===== config.mk =====
export PLATFORM = sky130hd
export DESIGN_NAME = sdram_port_arb
export DESIGN_NICKNAME = d
export VERILOG_FILES = /design/src/rtl/sdram_arb_pkg.sv /design/src/rtl/sdram_arb_wdog.sv /design/src/rtl/sdram_port_arb.sv
export SDC_FILE = /design/constraint.sdc
export NUM_CORES = 1
export LEC_CHECK = 0
export CORE_ASPECT_RATIO = 0.8
export CORE_MARGIN = 4
export CORE_UTILIZATION = 41
export CTS_CLUSTER_DIAMETER = 150
export DETAILED_ROUTE_END_ITERATION = 8
export GPL_TIMING_DRIVEN = 0
export HOLD_SLACK_MARGIN = 0.03
export PLACE_DENSITY = 0.87
export SLEW_MARGIN = 10
export SYNTH_ARGS = -nofsm -noshare
export SYNTH_HDL_FRONTEND = slang
export SYNTH_SLANG_ARGS = --single-unit

===== constraint.sdc =====
create_clock -name clk -period 3.9 [get_ports clk]
set_input_delay 1.17 -clock clk [delete_from_list [all_inputs] [get_ports clk]]
set_output_delay 1.17 -clock clk [all_outputs]
set_load 0.02 [all_outputs]

===== src/rtl/sdram_arb_pkg.sv =====
// Shared definitions for the two-client SDRAM port arbiter:
// state encoding, default burst/timeout sizes and client indices.
package sdram_arb_pkg;

    typedef enum logic [2:0] {
        ST_IDLE  = 3'd0,
        ST_GRANT = 3'd1,
        ST_ISSUE = 3'd2,
        ST_XFER  = 3'd3,
        ST_DONE  = 3'd4
    } arb_state_t;

    localparam int DEFAULT_BURST_LEN = 8;
    localparam int DEFAULT_TIMEOUT   = 1023;

    localparam logic CLIENT0 = 1'b0;
    localparam logic CLIENT1 = 1'b1;

    // One extra bit so the counter can hold BURST_LEN itself.
    function automatic int burstCntWidth(input int len);
        return $clog2(len) + 1;
    endfunction

endpackage


===== src/rtl/sdram_arb_wdog.sv =====
// Stall watchdog for the arbiter: counts cycles without progress while
// enabled, cleared whenever progress is seen or the burst is not active.
// expire_o flags the cycle whose edge would make the count reach LIMIT.
module sdram_arb_wdog #(
    parameter int LIMIT = 1023
) (
    input  logic clk,
    input  logic rst,
    input  logic clr_i,
    input  logic en_i,
    output logic expire_o
);

    localparam int W = $clog2(LIMIT + 1);

    logic [W-1:0] stallCnt_q;
    logic [W-1:0] stallCnt_d;

    // Clear has priority; the count saturates at LIMIT so it can never wrap.
    always_comb begin
        stallCnt_d = stallCnt_q;
        if (clr_i) begin
            stallCnt_d = '0;
        end else if (en_i && (stallCnt_q != W'(LIMIT))) begin
            stallCnt_d = stallCnt_q + W'(1);
        end
    end

    // Stall counter register.
    always_ff @(posedge clk or posedge rst) begin
        if (rst) begin
            stallCnt_q <= '0;
        end else begin
            stallCnt_q <= stallCnt_d;
        end
    end

    assign expire_o = en_i && !clr_i && (stallCnt_q == W'(LIMIT - 1));

endmodule


===== src/rtl/sdram_port_arb.sv =====
// Two-client round-robin arbiter in front of the SDRAM burst controller.
// Grants one client per burst, latches its address and direction, issues
// the controller strobe, routes word strobes and data, counts the burst
// and aborts through a watchdog if the controller stalls mid-burst.
module sdram_port_arb
    import sdram_arb_pkg::*;
#(
    parameter int ADR_W     = 25,
    parameter int DATA_W    = 16,
    parameter int BURST_LEN = DEFAULT_BURST_LEN,
    parameter int TIMEOUT   = DEFAULT_TIMEOUT
) (
    input  logic              clk,
    input  logic              rst,
    input  logic              c0_req,
    input  logic              c1_req,
    input  logic              c0_we,
    input  logic              c1_we,
    input  logic [ADR_W-1:0]  c0_adr,
    input  logic [ADR_W-1:0]  c1_adr,
    input  logic [DATA_W-1:0] c0_wdata,
    input  logic [DATA_W-1:0] c1_wdata,
    output logic              c0_gnt,
    output logic              c1_gnt,
    output logic              c0_valid,
    output logic              c1_valid,
    output logic              c0_done,
    output logic              c1_done,
    output logic [DATA_W-1:0] c_rdata,
    output logic              err,
    output logic              busy,
    input  logic              ready,
    output logic              wr_req,
    output logic              rd_req,
    input  logic              wr_valid,
    input  logic              rd_valid,
    output logic [ADR_W-1:0]  adr_sdram,
    output logic [DATA_W-1:0] data_to_sdram,
    input  logic [DATA_W-1:0] data_from_sdram
);

    localparam int               CNT_W     = burstCntWidth(BURST_LEN);
    localparam logic [CNT_W-1:0] BURST_CNT = CNT_W'(BURST_LEN);

    arb_state_t        state_q, state_d;
    logic              sel_q, sel_d;
    logic              we_q, we_d;
    logic              last_q, last_d;
    logic [ADR_W-1:0]  adr_q, adr_d;
    logic [CNT_W-1:0]  burstCnt_q, burstCnt_d;
    logic [1:0]        gnt_q, gnt_d;
    logic              err_q, err_d;

    logic              active;
    logic              matchValid;
    logic              wordValid;
    logic              wdExpire;
    logic              abortBurst;
    logic              reqAny;
    logic              winner;
    logic [CNT_W-1:0]  cntInc;

    assign active     = (state_q == ST_ISSUE) || (state_q == ST_XFER);
    assign matchValid = we_q ? wr_valid : rd_valid;
    assign wordValid  = active && matchValid;
    assign abortBurst = active && wdExpire;
    assign cntInc     = burstCnt_q + CNT_W'(1);
    assign reqAny     = c0_req || c1_req;

    // Round-robin pick: on a tie the client that was not served last wins.
    always_comb begin
        winner = CLIENT0;
        if (c0_req && c1_req) begin
            winner = ~last_q;
        end else if (c1_req) begin
            winner = CLIENT1;
        end
    end

    // Watchdog only runs while a burst is waiting on the controller; any
    // matching word or leaving the active states restarts it.
    sdram_arb_wdog #(
        .LIMIT (TIMEOUT)
    ) u_wdog (
        .clk      (clk),
        .rst      (rst),
        .clr_i    (!active || matchValid),
        .en_i     (active),
        .expire_o (wdExpire)
    );

    // Burst sequencing: grant, issue, count words, finish or abort.
    always_comb begin
        state_d    = state_q;
        sel_d      = sel_q;
        we_d       = we_q;
        last_d     = last_q;
        adr_d      = adr_q;
        burstCnt_d = burstCnt_q;
        gnt_d      = gnt_q;
        err_d      = 1'b0;

        case (state_q)
            ST_IDLE: begin
                if (reqAny) begin
                    state_d = ST_GRANT;
                    sel_d   = winner;
                    if (winner == CLIENT1) begin
                        we_d  = c1_we;
                        adr_d = c1_adr;
                        gnt_d = 2'b10;
                    end else begin
                        we_d  = c0_we;
                        adr_d = c0_adr;
                        gnt_d = 2'b01;
                    end
                end
            end

            ST_GRANT: begin
                state_d    = ST_ISSUE;
                burstCnt_d = '0;
            end

            ST_ISSUE, ST_XFER: begin
                if (abortBurst) begin
                    state_d    = ST_IDLE;
                    gnt_d      = 2'b00;
                    err_d      = 1'b1;
                    last_d     = sel_q;
                    burstCnt_d = '0;
                end else if (matchValid) begin
                    burstCnt_d = cntInc;
                    if (cntInc == BURST_CNT) begin
                        state_d = ST_DONE;
                        gnt_d   = 2'b00;
                    end else begin
                        state_d = ST_XFER;
                    end
                end
            end

            ST_DONE: begin
                state_d    = ST_IDLE;
                last_d     = sel_q;
                burstCnt_d = '0;
            end

            default: begin
                state_d = ST_IDLE;
                gnt_d   = 2'b00;
            end
        endcase
    end

    // State and datapath registers; last starts at 1 so c0 wins the first tie.
    always_ff @(posedge clk or posedge rst) begin
        if (rst) begin
            state_q    <= ST_IDLE;
            sel_q      <= CLIENT0;
            we_q       <= 1'b0;
            last_q     <= CLIENT1;
            adr_q      <= '0;
            burstCnt_q <= '0;
            gnt_q      <= 2'b00;
            err_q      <= 1'b0;
        end else begin
            state_q    <= state_d;
            sel_q      <= sel_d;
            we_q       <= we_d;
            last_q     <= last_d;
            adr_q      <= adr_d;
            burstCnt_q <= burstCnt_d;
            gnt_q      <= gnt_d;
            err_q      <= err_d;
        end
    end

    // Client-facing handshakes follow the selected client.
    always_comb begin
        c0_valid = wordValid && (sel_q == CLIENT0);
        c1_valid = wordValid && (sel_q == CLIENT1);
        c0_done  = (state_q == ST_DONE) && (sel_q == CLIENT0);
        c1_done  = (state_q == ST_DONE) && (sel_q == CLIENT1);
    end

    // Controller strobes are only offered while the controller is ready;
    // moving to XFER on the first word drops the strobe.
    always_comb begin
        wr_req = (state_q == ST_ISSUE) && ready && we_q;
        rd_req = (state_q == ST_ISSUE) && ready && !we_q;
    end

    // Write data follows the selected client; held at zero when idle.
    always_comb begin
        data_to_sdram = '0;
        if (state_q != ST_IDLE) begin
            data_to_sdram = (sel_q == CLIENT1) ? c1_wdata : c0_wdata;
        end
    end

    assign c0_gnt    = gnt_q[0];
    assign c1_gnt    = gnt_q[1];
    assign c_rdata   = data_from_sdram;
    assign adr_sdram = adr_q;
    assign err       = err_q;
    assign busy      = (state_q != ST_IDLE);

endmodule


# Word level (Yosys, flattened, before mapping)
# Index checks and enable logic that the tools add are counted.
[classes] add_sub_neg=2 eq_ne=11 muxes=27 bitwise_logic=3 n_reduce_logical=31
[op_table] cell="16-bit two-way mux" count=2
[op_table] cell="25-bit two-way mux" count=1
[op_table] cell="10-bit two-way mux" count=2
[op_table] cell="1-bit logical AND" count=13
[op_table] cell="3-bit two-way mux" count=4
[op_table] cell="10-bit by 1-bit adder with 10-bit output, second input constant" count=1
[op_table] cell="10-bit equality test, second input constant" count=1
[op_table] cell="2-bit two-way mux" count=5
[op_table] cell="10-bit inequality test, second input constant" count=1
[op_table] cell="3-bit one-hot mux with 3 select lines" count=1
[op_table] cell="4-bit two-way mux" count=2
[op_table] cell="4-bit one-hot mux with 2 select lines" count=1
[op_table] cell="2-bit AND reduction" count=4
[op_table] cell="1-bit two-way mux" count=7
[op_table] cell="3-bit by 2-bit equality test with 1-bit output, second input constant" count=2
[op_table] cell="3-bit inequality test, second input constant" count=2
[op_table] cell="2-bit one-hot mux with 3 select lines" count=1
[op_table] cell="2-bit nonzero test" count=3
[op_table] cell="4-bit by 1-bit adder with 4-bit output, second input constant" count=1
[op_table] cell="4-bit equality test, second input constant" count=1
[op_table] cell="2-bit inequality test, second input constant" count=2
[op_table] cell="4-bit AND reduction" count=1
[op_table] cell="2-bit OR reduction" count=2
[op_table] cell="3-bit by 1-bit equality test with 1-bit output, second input constant" count=1
[op_table] cell="other kinds (7)" count=13
[totals] register_bits=48 inputBits=107 out_inout_bits=67 wordCells=83

# Longest topological paths before layout
# Gate-level depths: netlist of run 1.
[depth] ltp_word=10 depth_mapped=7 ltp_nobuf=5

# Hierarchy
# From an unflattened synthesis of run 1, not the netlist that was laid out.
[unflattened] hier_cells=303 area_unflattened_um2=2902.8
[modules_own_cells] module="sdram_port_arb" instances=1 cells_each=244 area_each_um2=2328.5 seq_area_each_um2=952.2
[modules_own_cells] module="sdram_arb_wdog" instances=1 cells_each=59 area_each_um2=574.3 seq_area_each_um2=250.2

# Worst setup path after synthesis of run 1
# Ideal clock, no wire load.
[synth_path] path_kind="input to output" from="in ready" to="out rd_req" t_arrival_ps=1884 setup_slack_ps=846 cell_stages=1 path_buffers=0 cell_sequence="nor4b_1"
[synth_via] elab_chain_cells=2
[synth_lines] item="start, declared" line_no="sdram_port_arb.sv:32" source="input logic ready,"
[synth_lines] item="1-bit logical AND (2 in series)" line_no="sdram_port_arb.sv:191" source="rd_req = (state_q == ST_ISSUE) && ready && !we_q;"
[synth_lines] item="end, declared" line_no="sdram_port_arb.sv:34" source="output logic rd_req,"
# No other way between the ends.

# Worst setup path in the final report of run 1
[layout_path] from="in wr_valid" to="out c0_valid"
[layout_via] elab_chain_cells=3
[layout_lines] item="start, declared" line_no="sdram_port_arb.sv:35" source="input logic wr_valid,"
[layout_lines] item="1-bit two-way mux" line_no="sdram_port_arb.sv:64" source="assign matchValid = we_q ? wr_valid : rd_valid;"
[layout_lines] item="1-bit logical AND" line_no="sdram_port_arb.sv:65" source="assign wordValid = active && matchValid;"
[layout_lines] item="1-bit logical AND" line_no="sdram_port_arb.sv:181" source="c0_valid = wordValid && (sel_q == CLIENT0);"
[layout_lines] item="end, declared" line_no="sdram_port_arb.sv:25" source="output logic c0_valid,"
# No other way between the ends.

==> results of run 1 <==
[worst min-delay path by stage]
stage | slack, ps | end
global route | 540 | gnt_q[0]
finish | 510 | gnt_q[0]
CTS | 520 | gnt_q[0]
floorplan | 500 | u_wdog.stallCnt_q[5]
global placement | 470 | gnt_q[0]
detailed placement | 500 | gnt_q[0]
[synth_stat cells (all sizes together), types with 3 or more instances]
| cell | instances |
|---|---|
| nand2 | 8 |
| and4 | 3 |
| mux2i | 45 |
| a21oi | 30 |
| o21ai | 3 |
| mux2 | 4 |
| nor2 | 56 |
| inv | 8 |
| and3 | 3 |
| o211ai | 3 |
| nor3 | 5 |
| buf | 30 |
| ha | 3 |
| a211oi | 4 |
| nand3 | 3 |
| nand4 | 5 |
| clkbuf | 4 |
| xnor2 | 5 |
| dfrtp | 47 |
[worst reg2reg max path, cell delays in order, from the launching register on]
cell,delay [ps]
dfrtp_1,360
buf_2,170
nor3_4,440
inv_2,160
nor2_8,210
buf_2,250
a21oi_1,110
[cell families (layout without fill, tap and decap cells)]
| family | Yosys count | count (layout) |
|---|---|---|
| AND/OR/NAND/NOR | 93 | 93 |
| adder cells (fa/ha/maj) | 3 | 3 |
| flip-flops | 48 | 48 |
| XOR/XNOR | 5 | 5 |
| buffers and inverters | 42 | 208 |
| multiplexers | 49 | 49 |
| AO/OA/AOI/OAI | 53 | 53 |
[where the power goes]
| part | internal (mW) | switching (mW) | total (mW) |
|---|---|---|---|
| Clock | 0.142 | 0.167 | 0.309 |
| Combinational | 0.722 | 0.746 | 1.47 |
| Sequential | 0.681 | 0.125 | 0.806 |
[metal layers]
metal,part of all wire [%],global-route usage (%)
met1,37,24.3
met2,52,37.1
met3,9.5,5.79
met4,1.1,5.31
met5,0,0
[registers in the layout, indices dropped and copies added, names as in the netlist]
signal,flops
burstCnt_q,4
u_wdog.stallCnt_q,10
adr_sdram,25
err,1
we_q,1
sel_q,1
gnt_q,2
last_q,1
state_q,3
[per-stage QoR]
stage,power (mW),utilization (%)
final,2.58,70.8
after global routing,2.74,70.8
after CTS,2.61,70.8
after detailed placement,2.30,69.4
after global placement,2.24,69.1
after floorplan,1.60,-
[area by class of cell]
type,instances,area share [%]
Timing Repair Buffer,158,34.2
Multi-Input combinational cell,203,30.1
Sequential cell,48,25.8
Buffer,34,4.95
Tap cell,84,2.26
Clock buffer,6,1.77
Inverter,8,0.645
Clock inverter,2,0.215
==> flow_metrics.env, run 1 <==
export IMPL_relSlewSlack_pct=63.7
export IMPL_pin_count=174
export IMPL_min_path_type="flop to flop"
export IMPL_hold_violations=0
export IMPL_layout_setup_ws_ps=102
export IMPL_clk_latency_ps=310
export IMPL_end_kind="primary output"
export IMPL_synth_top_family_by_area="multiplexers"
export IMPL_drt_pass1_iter_count=4
export IMPL_synth_edf_count=0
export IMPL_synth_fp_nets=403
export IMPL_grt_overflow=0
export IMPL_drive_gt1_share_pct=11.5
export IMPL_criticalPathCategory="input pin to primary output"
export IMPL_die_area_um2=8400
export IMPL_ys_types=49
export IMPL_cp_max_fo=4
export IMPL_synth_compound_area_share_pct=12.2
export IMPL_grt_pass1_vias=2849
export IMPL_syn_inst=293
export IMPL_start_util_pct=43.6
export IMPL_track_usage_pct=20.6
export IMPL_cp_num_cells=4
export IMPL_layout_common_cells="clkdlybuf4s50_1 (157), nor2_1 (55), dfrtp_1 (47), mux2i_1 (45), a21oi_1 (26)"
export IMPL_ctsHoldBuffers=0
export IMPL_finalNetCount=568
export IMPL_row_count=26
export IMPL_multi_input_area_um2=1400
export IMPL_grt_max_degree=38
export IMPL_clk_pin_slew_ps=80
export IMPL_grt_pass1_wl_um=13600
export IMPL_crit_start="wr_valid"
export IMPL_startpoint_type="input pin"
export IMPL_numCtsBuffers=5
export IMPL_report_final_slew_viol_count=0
export IMPL_wirelength_um=8940
export IMPL_synth_adder_area_share_pct=1.31
export IMPL_fp_dieW_um=101
export IMPL_synth_mux_area_fraction_pct=17.3
export IMPL_fmax_mhz=263
export IMPL_cts_resized_gates=0
export IMPL_synth_xor_area_share_pct=1.53
export IMPL_fin_skew_ps=4.90
export IMPL_fillers=520
export IMPL_hpwl_um=7260
export IMPL_syn_cell_area_um2=2860
export IMPL_wl_per_cell_um=16.5
export IMPL_cts_root_buf="clkbuf_8"
export IMPL_coreArea_um2=6570
export IMPL_slowest_stage="clkdlybuf4s50_1"
export IMPL_drtIter0Drc=63
export IMPL_clockBufferDepth=2
export IMPL_post_cts_setup_buffers=0
export IMPL_pre_cts_ws_ps=111
export IMPL_place_area_um2=4560
export IMPL_endpoint="c0_valid"
export IMPL_min_from="gnt_q[0]"
export IMPL_rsz0062_at_grt="false"
export IMPL_report_final_setup_viol=0
export IMPL_rrSetupSlack_ps=2080
export IMPL_htree_num_levels=2
export IMPL_min_period_ps=3800
export IMPL_synthTopCellsByArea="dfrtp_1 (41%), mux2i_1 (16%), nor2_1 (7.2%), buf_4 (5.0%), a21oi_1 (4.5%)"
export IMPL_drtAntennaViolNets=0
export IMPL_syn_to_final_growth_pct=62.5
export IMPL_irDropWorstVdd_mv=0.339
export IMPL_ys_seq_area_share_pct=42.0
export IMPL_diodes=0
export IMPL_tns_ps=0
export IMPL_ys_warn_count=0
export IMPL_reg2reg_from="state_q[0]"
export IMPL_cts_tree="built"
export IMPL_place_congestion=0.879
export IMPL_required_ps=2730
export IMPL_yosysTopAreaCell="dfrtp_1"
export IMPL_power_density_nw_per_um2=555
export IMPL_synth_top_area_share_pct=41.1
export IMPL_worstRegToRegCells=6
export IMPL_synth_async_sr_flop_share_pct=100
export IMPL_path_buf_inv=2
export IMPL_via_per_inst=5.16
export IMPL_ff_latch_area_um2=1200
export IMPL_synth_simple_area_share_pct=16.6
export IMPL_synth_ff_type="dfrtp_1"
export IMPL_post_route_drc_count=0
export IMPL_post_route_period_util_pct=97.4
export IMPL_cpMostUsedCell="clkdlybuf4s50_1"
export IMPL_final_area_um2=4650
export IMPL_min_path_cells=1
export IMPL_arrival_ps=2630
export IMPL_ys_ff_latch=48
export IMPL_port_buffers=157
export IMPL_hold_ws_ps=508
export IMPL_vias=2803
export IMPL_dp_cells=535
export IMPL_cap_violations=0
export IMPL_cts_sinks=48
export IMPL_critical_path_top_delay_family="buffers and inverters"
export IMPL_die_h_um=82.8
export IMPL_crit_path_cell_trace="clkdlybuf4s50_1 -> mux2i_1 -> nor3_1 -> clkdlybuf4s50_1"
export IMPL_mostFrequentLayoutCell="clkdlybuf4s50_1"
export IMPL_antenna_found_initial=0
export IMPL_tightest_slew_ps=545
export IMPL_critPathMaxStageDelay_ps=660
export IMPL_status="completed"
export IMPL_final_cells=543
export IMPL_r2r_end="adr_sdram[20]"
export IMPL_syn_area_per_cell_um2=9.77
export IMPL_p_leak_nw=2.03
Note: power is estimated with default switching activity, not from simulation.
==> run 2, diff against run 1 <==
- ABC_CLOCK_PERIOD_IN_PS: default -> 3900
- TNS_END_PERCENT: default -> 1
==> results of run 2 <==
Final layout, timing and power as in run 1 (identical DEF).
==> run 3, diff against run 2 <==
- SYNTH_HIERARCHICAL: default -> 1
==> run 3 against run 2 <==
Via count is 0.50% higher. Worst setup slack better by 28 ps. Largest power group unchanged. Highest routed layer unchanged. Synthesized cell count increased by 3.4%. Critical endpoint is now c1_valid. Maximum frequency rose by 0.75%.
==> flow_metrics.env, run 3 <==
export IMPL_status="completed"
export IMPL_vias=2817
export IMPL_rrSetupSlack_ps=990
export IMPL_diodes=0
export IMPL_endpoint="c1_valid"
export IMPL_use_met2_pct=34.2
export IMPL_top_usage_layer="met2"
export IMPL_grt_pass1_vias=2919
export IMPL_min_period_ps=3770
export IMPL_ys_seq_area_share_pct=41.4
export IMPL_pin_count=174
export IMPL_yosysMostFrequentCell="dfrtp_1"
export IMPL_ys_ff_latch=48
export IMPL_critPathMaxStageDelay_ps=530
export IMPL_wl_per_cell_um=15.3
export IMPL_end_kind="primary output"
export IMPL_drtAntennaViolNets=0
export IMPL_combPwrFrac_pct=58.9
export IMPL_place_area_um2=4580
export IMPL_pre_cts_ws_ps=-195
export IMPL_grt_pass1_wl_um=13800
export IMPL_finalNetCount=577
export IMPL_numCtsBuffers=5
export IMPL_finalPower_mw=2.70
export IMPL_crit_path_cell_trace="clkdlybuf4s50_1 -> mux2_2 -> and3_1 -> clkdlybuf4s50_1"
export IMPL_ys_warn_count=6
export IMPL_swShare_pct=41.6
export IMPL_largest_register_ffs=25
export IMPL_via_per_inst=5.08
export IMPL_syn_cell_area_um2=2900
export IMPL_critical_path_top_delay_family="buffers and inverters"
export IMPL_cap_violations=0
export IMPL_die_h_um=83.3
export IMPL_cts_sinks=48
export IMPL_drt_pass1_iter_count=4
export IMPL_r2r_end="gnt_q[0]"
export IMPL_arrival_ps=2600
export IMPL_synth_async_sr_flop_share_pct=100
export IMPL_clockBufferDepth=2
export IMPL_post_route_drc_count=0
export IMPL_rsz0062_at_grt="false"
export IMPL_fillers=542
export IMPL_slowest_stage="clkdlybuf4s50_1"
export IMPL_port_buffers=157
export IMPL_min_path_type="flop to flop"
export IMPL_die_area_um2=8500
export IMPL_startpoint_type="input pin"
export IMPL_power_switching_mw=1.12
export IMPL_grtUsageMet3_pct=5.88
export IMPL_htree_num_levels=2
export IMPL_synth_fp_nets=413
export IMPL_cp_max_fo=2
export IMPL_syn_area_per_cell_um2=9.58
export IMPL_cpMostUsedCell="clkdlybuf4s50_1"
export IMPL_report_final_setup_viol=0
export IMPL_wirelength_um=8480
export IMPL_dp_cells=547
export IMPL_criticalPathCategory="input pin to primary output"
export IMPL_synth_cells_most_frequent="dfrtp_1 (47), mux2i_1 (45), nand2_1 (33)"
export IMPL_row_count=27
export IMPL_report_final_slew_viol_count=0
export IMPL_fp_dieW_um=102
export IMPL_ys_types=56
export IMPL_post_route_period_util_pct=96.7
export IMPL_synth_edf_count=0
export IMPL_fmax_mhz=265
export IMPL_clock_power_share_pct=10.9
export IMPL_irDropWorstVdd_mv=0.283
export IMPL_fin_skew_ps=5.34
export IMPL_p_leak_nw=2.04
export IMPL_layout_common_cells="clkdlybuf4s50_1 (156), dfrtp_1 (47), mux2i_1 (45), nand2_1 (33), o21ai_0 (31)"
export IMPL_p_seq_share_pct=30.3
export IMPL_cts_tree="built"
export IMPL_cts_root_buf="clkbuf_8"
export IMPL_clk_pin_slew_ps=80
export IMPL_layout_setup_ws_ps=130
export IMPL_final_area_um2=4680
export IMPL_synthTopCellsByArea="dfrtp_1 (41%), mux2i_1 (16%), o21ai_0 (5.3%), buf_4 (4.7%), nand2_1 (4.3%)"
export IMPL_worstRegToRegCells=10
export IMPL_track_usage_pct=20.0
export IMPL_hpwl_um=7020
export IMPL_yosysTopAreaCell="dfrtp_1"
export IMPL_ctsHoldBuffers=0
export IMPL_fin_util_pct=67.9
export IMPL_coreArea_um2=6890
export IMPL_clk_latency_ps=300
export IMPL_crit_start="wr_valid"
export IMPL_syn_to_final_growth_pct=61.2
export IMPL_cp_num_cells=4
export IMPL_grt_overflow=0
export IMPL_power_internal_mw=1.58
export IMPL_syn_inst=303
export IMPL_tightest_slew_ps=782
export IMPL_drive_gt1_share_pct=10.7
export IMPL_place_congestion=0.809
export IMPL_path_buf_inv=2
export IMPL_relSlewSlack_pct=47.8
export IMPL_start_util_pct=42.1
export IMPL_final_cells=555
export IMPL_hold_violations=0
export IMPL_use_met1_pct=25.1
export IMPL_grt_max_degree=39
export IMPL_reg2reg_from="state_q[2]"
export IMPL_required_ps=2730
export IMPL_antenna_found_initial=0
export IMPL_drtIter0Drc=82
export IMPL_power_density_nw_per_um2=578
export IMPL_synth_top_area_share_pct=40.5
export IMPL_mostFrequentLayoutCell="clkdlybuf4s50_1"
export IMPL_synth_ff_type="dfrtp_1"
run 3: cell count changes after synthesis, sizes merged, moves of 4 or more:
cell and change:
a211oi -4, a21oi -24, buf -6, clkbuf +4, nand2 +25, nor2 -27
o21ai +30
run 3: power groups by stage:
stage,Sequential (mW),Combinational (mW),Clock (mW)
floorplan,0.965,0.740,0
global placement,0.820,1.56,0
detailed placement,0.827,1.60,0
CTS,0.821,1.61,0.303
global route,0.847,1.72,0.324
finish,0.818,1.59,0.294
run 3: cell type report:
type | instances | area (um2) | share of cell area [%]
tap | 87 | 109 | 2.33
sequential | 48 | 1200 | 25.7
multi-input combinational | 214 | 1450 | 30.9
clock inverter | 3 | 18.8 | 0.401
clock buffer | 5 | 68.8 | 1.47
inverter | 9 | 33.8 | 0.722
timing repair buffer | 157 | 1570 | 33.6
buffer | 32 | 225 | 4.81
run 3: how the worst min path moves through the flow:
stage,cells after the start,to,start
global placement,2,adr_sdram[20],adr_sdram[20]
global route,2,adr_sdram[3],adr_sdram[3]
floorplan,1,burstCnt_q[2],burstCnt_q[2]
finish,2,adr_sdram[13],adr_sdram[13]
detailed placement,2,adr_sdram[3],adr_sdram[3]
CTS,2,adr_sdram[13],adr_sdram[13]
run 3: logic make-up after synthesis:
logic type | share of synthesized area (%)
AO/OA/AOI/OAI | 12.5
XOR/XNOR | 0.905
adder cells (fa/ha/maj) | 1.29
buffers and inverters | 8.92
flip-flops | 41.4
multiplexers | 16.8
AND/OR/NAND/NOR | 18.1
run 3: stage by stage:
stage / hold WS, ps / setup TNS (ps)
floorplan: 495 / 0
finish: 484 / 0
detailed placement: 470 / -285
CTS: 490 / 0
global route: 521 / 0
global placement: 460 / -220
run 3: worst reg2reg max path, delay by kind of cell, from the launching register on:
family                 cells  cell delay (ps)
and+or+nand+nor            4              860
AOI/OAI and AO/OA          2              550
buffers and inverters      3              700
muxes                      1              310
DFF                        1              390
run 3: layer usage:
layer  vias to the layer above  part of all wire [%]
met4                         0                  0.83
met2                       109                    51
met5                         -                     0
met3                         8                   8.9
met1                      1318                    39
li1                       1382                     -
run 3: repair_timing:
item / 4_1_cts / 5_1_grt
gates resized for setup: 0 / 2
setup buffers: 0 / 0
endpoints found under the setup margin: 0 / 2
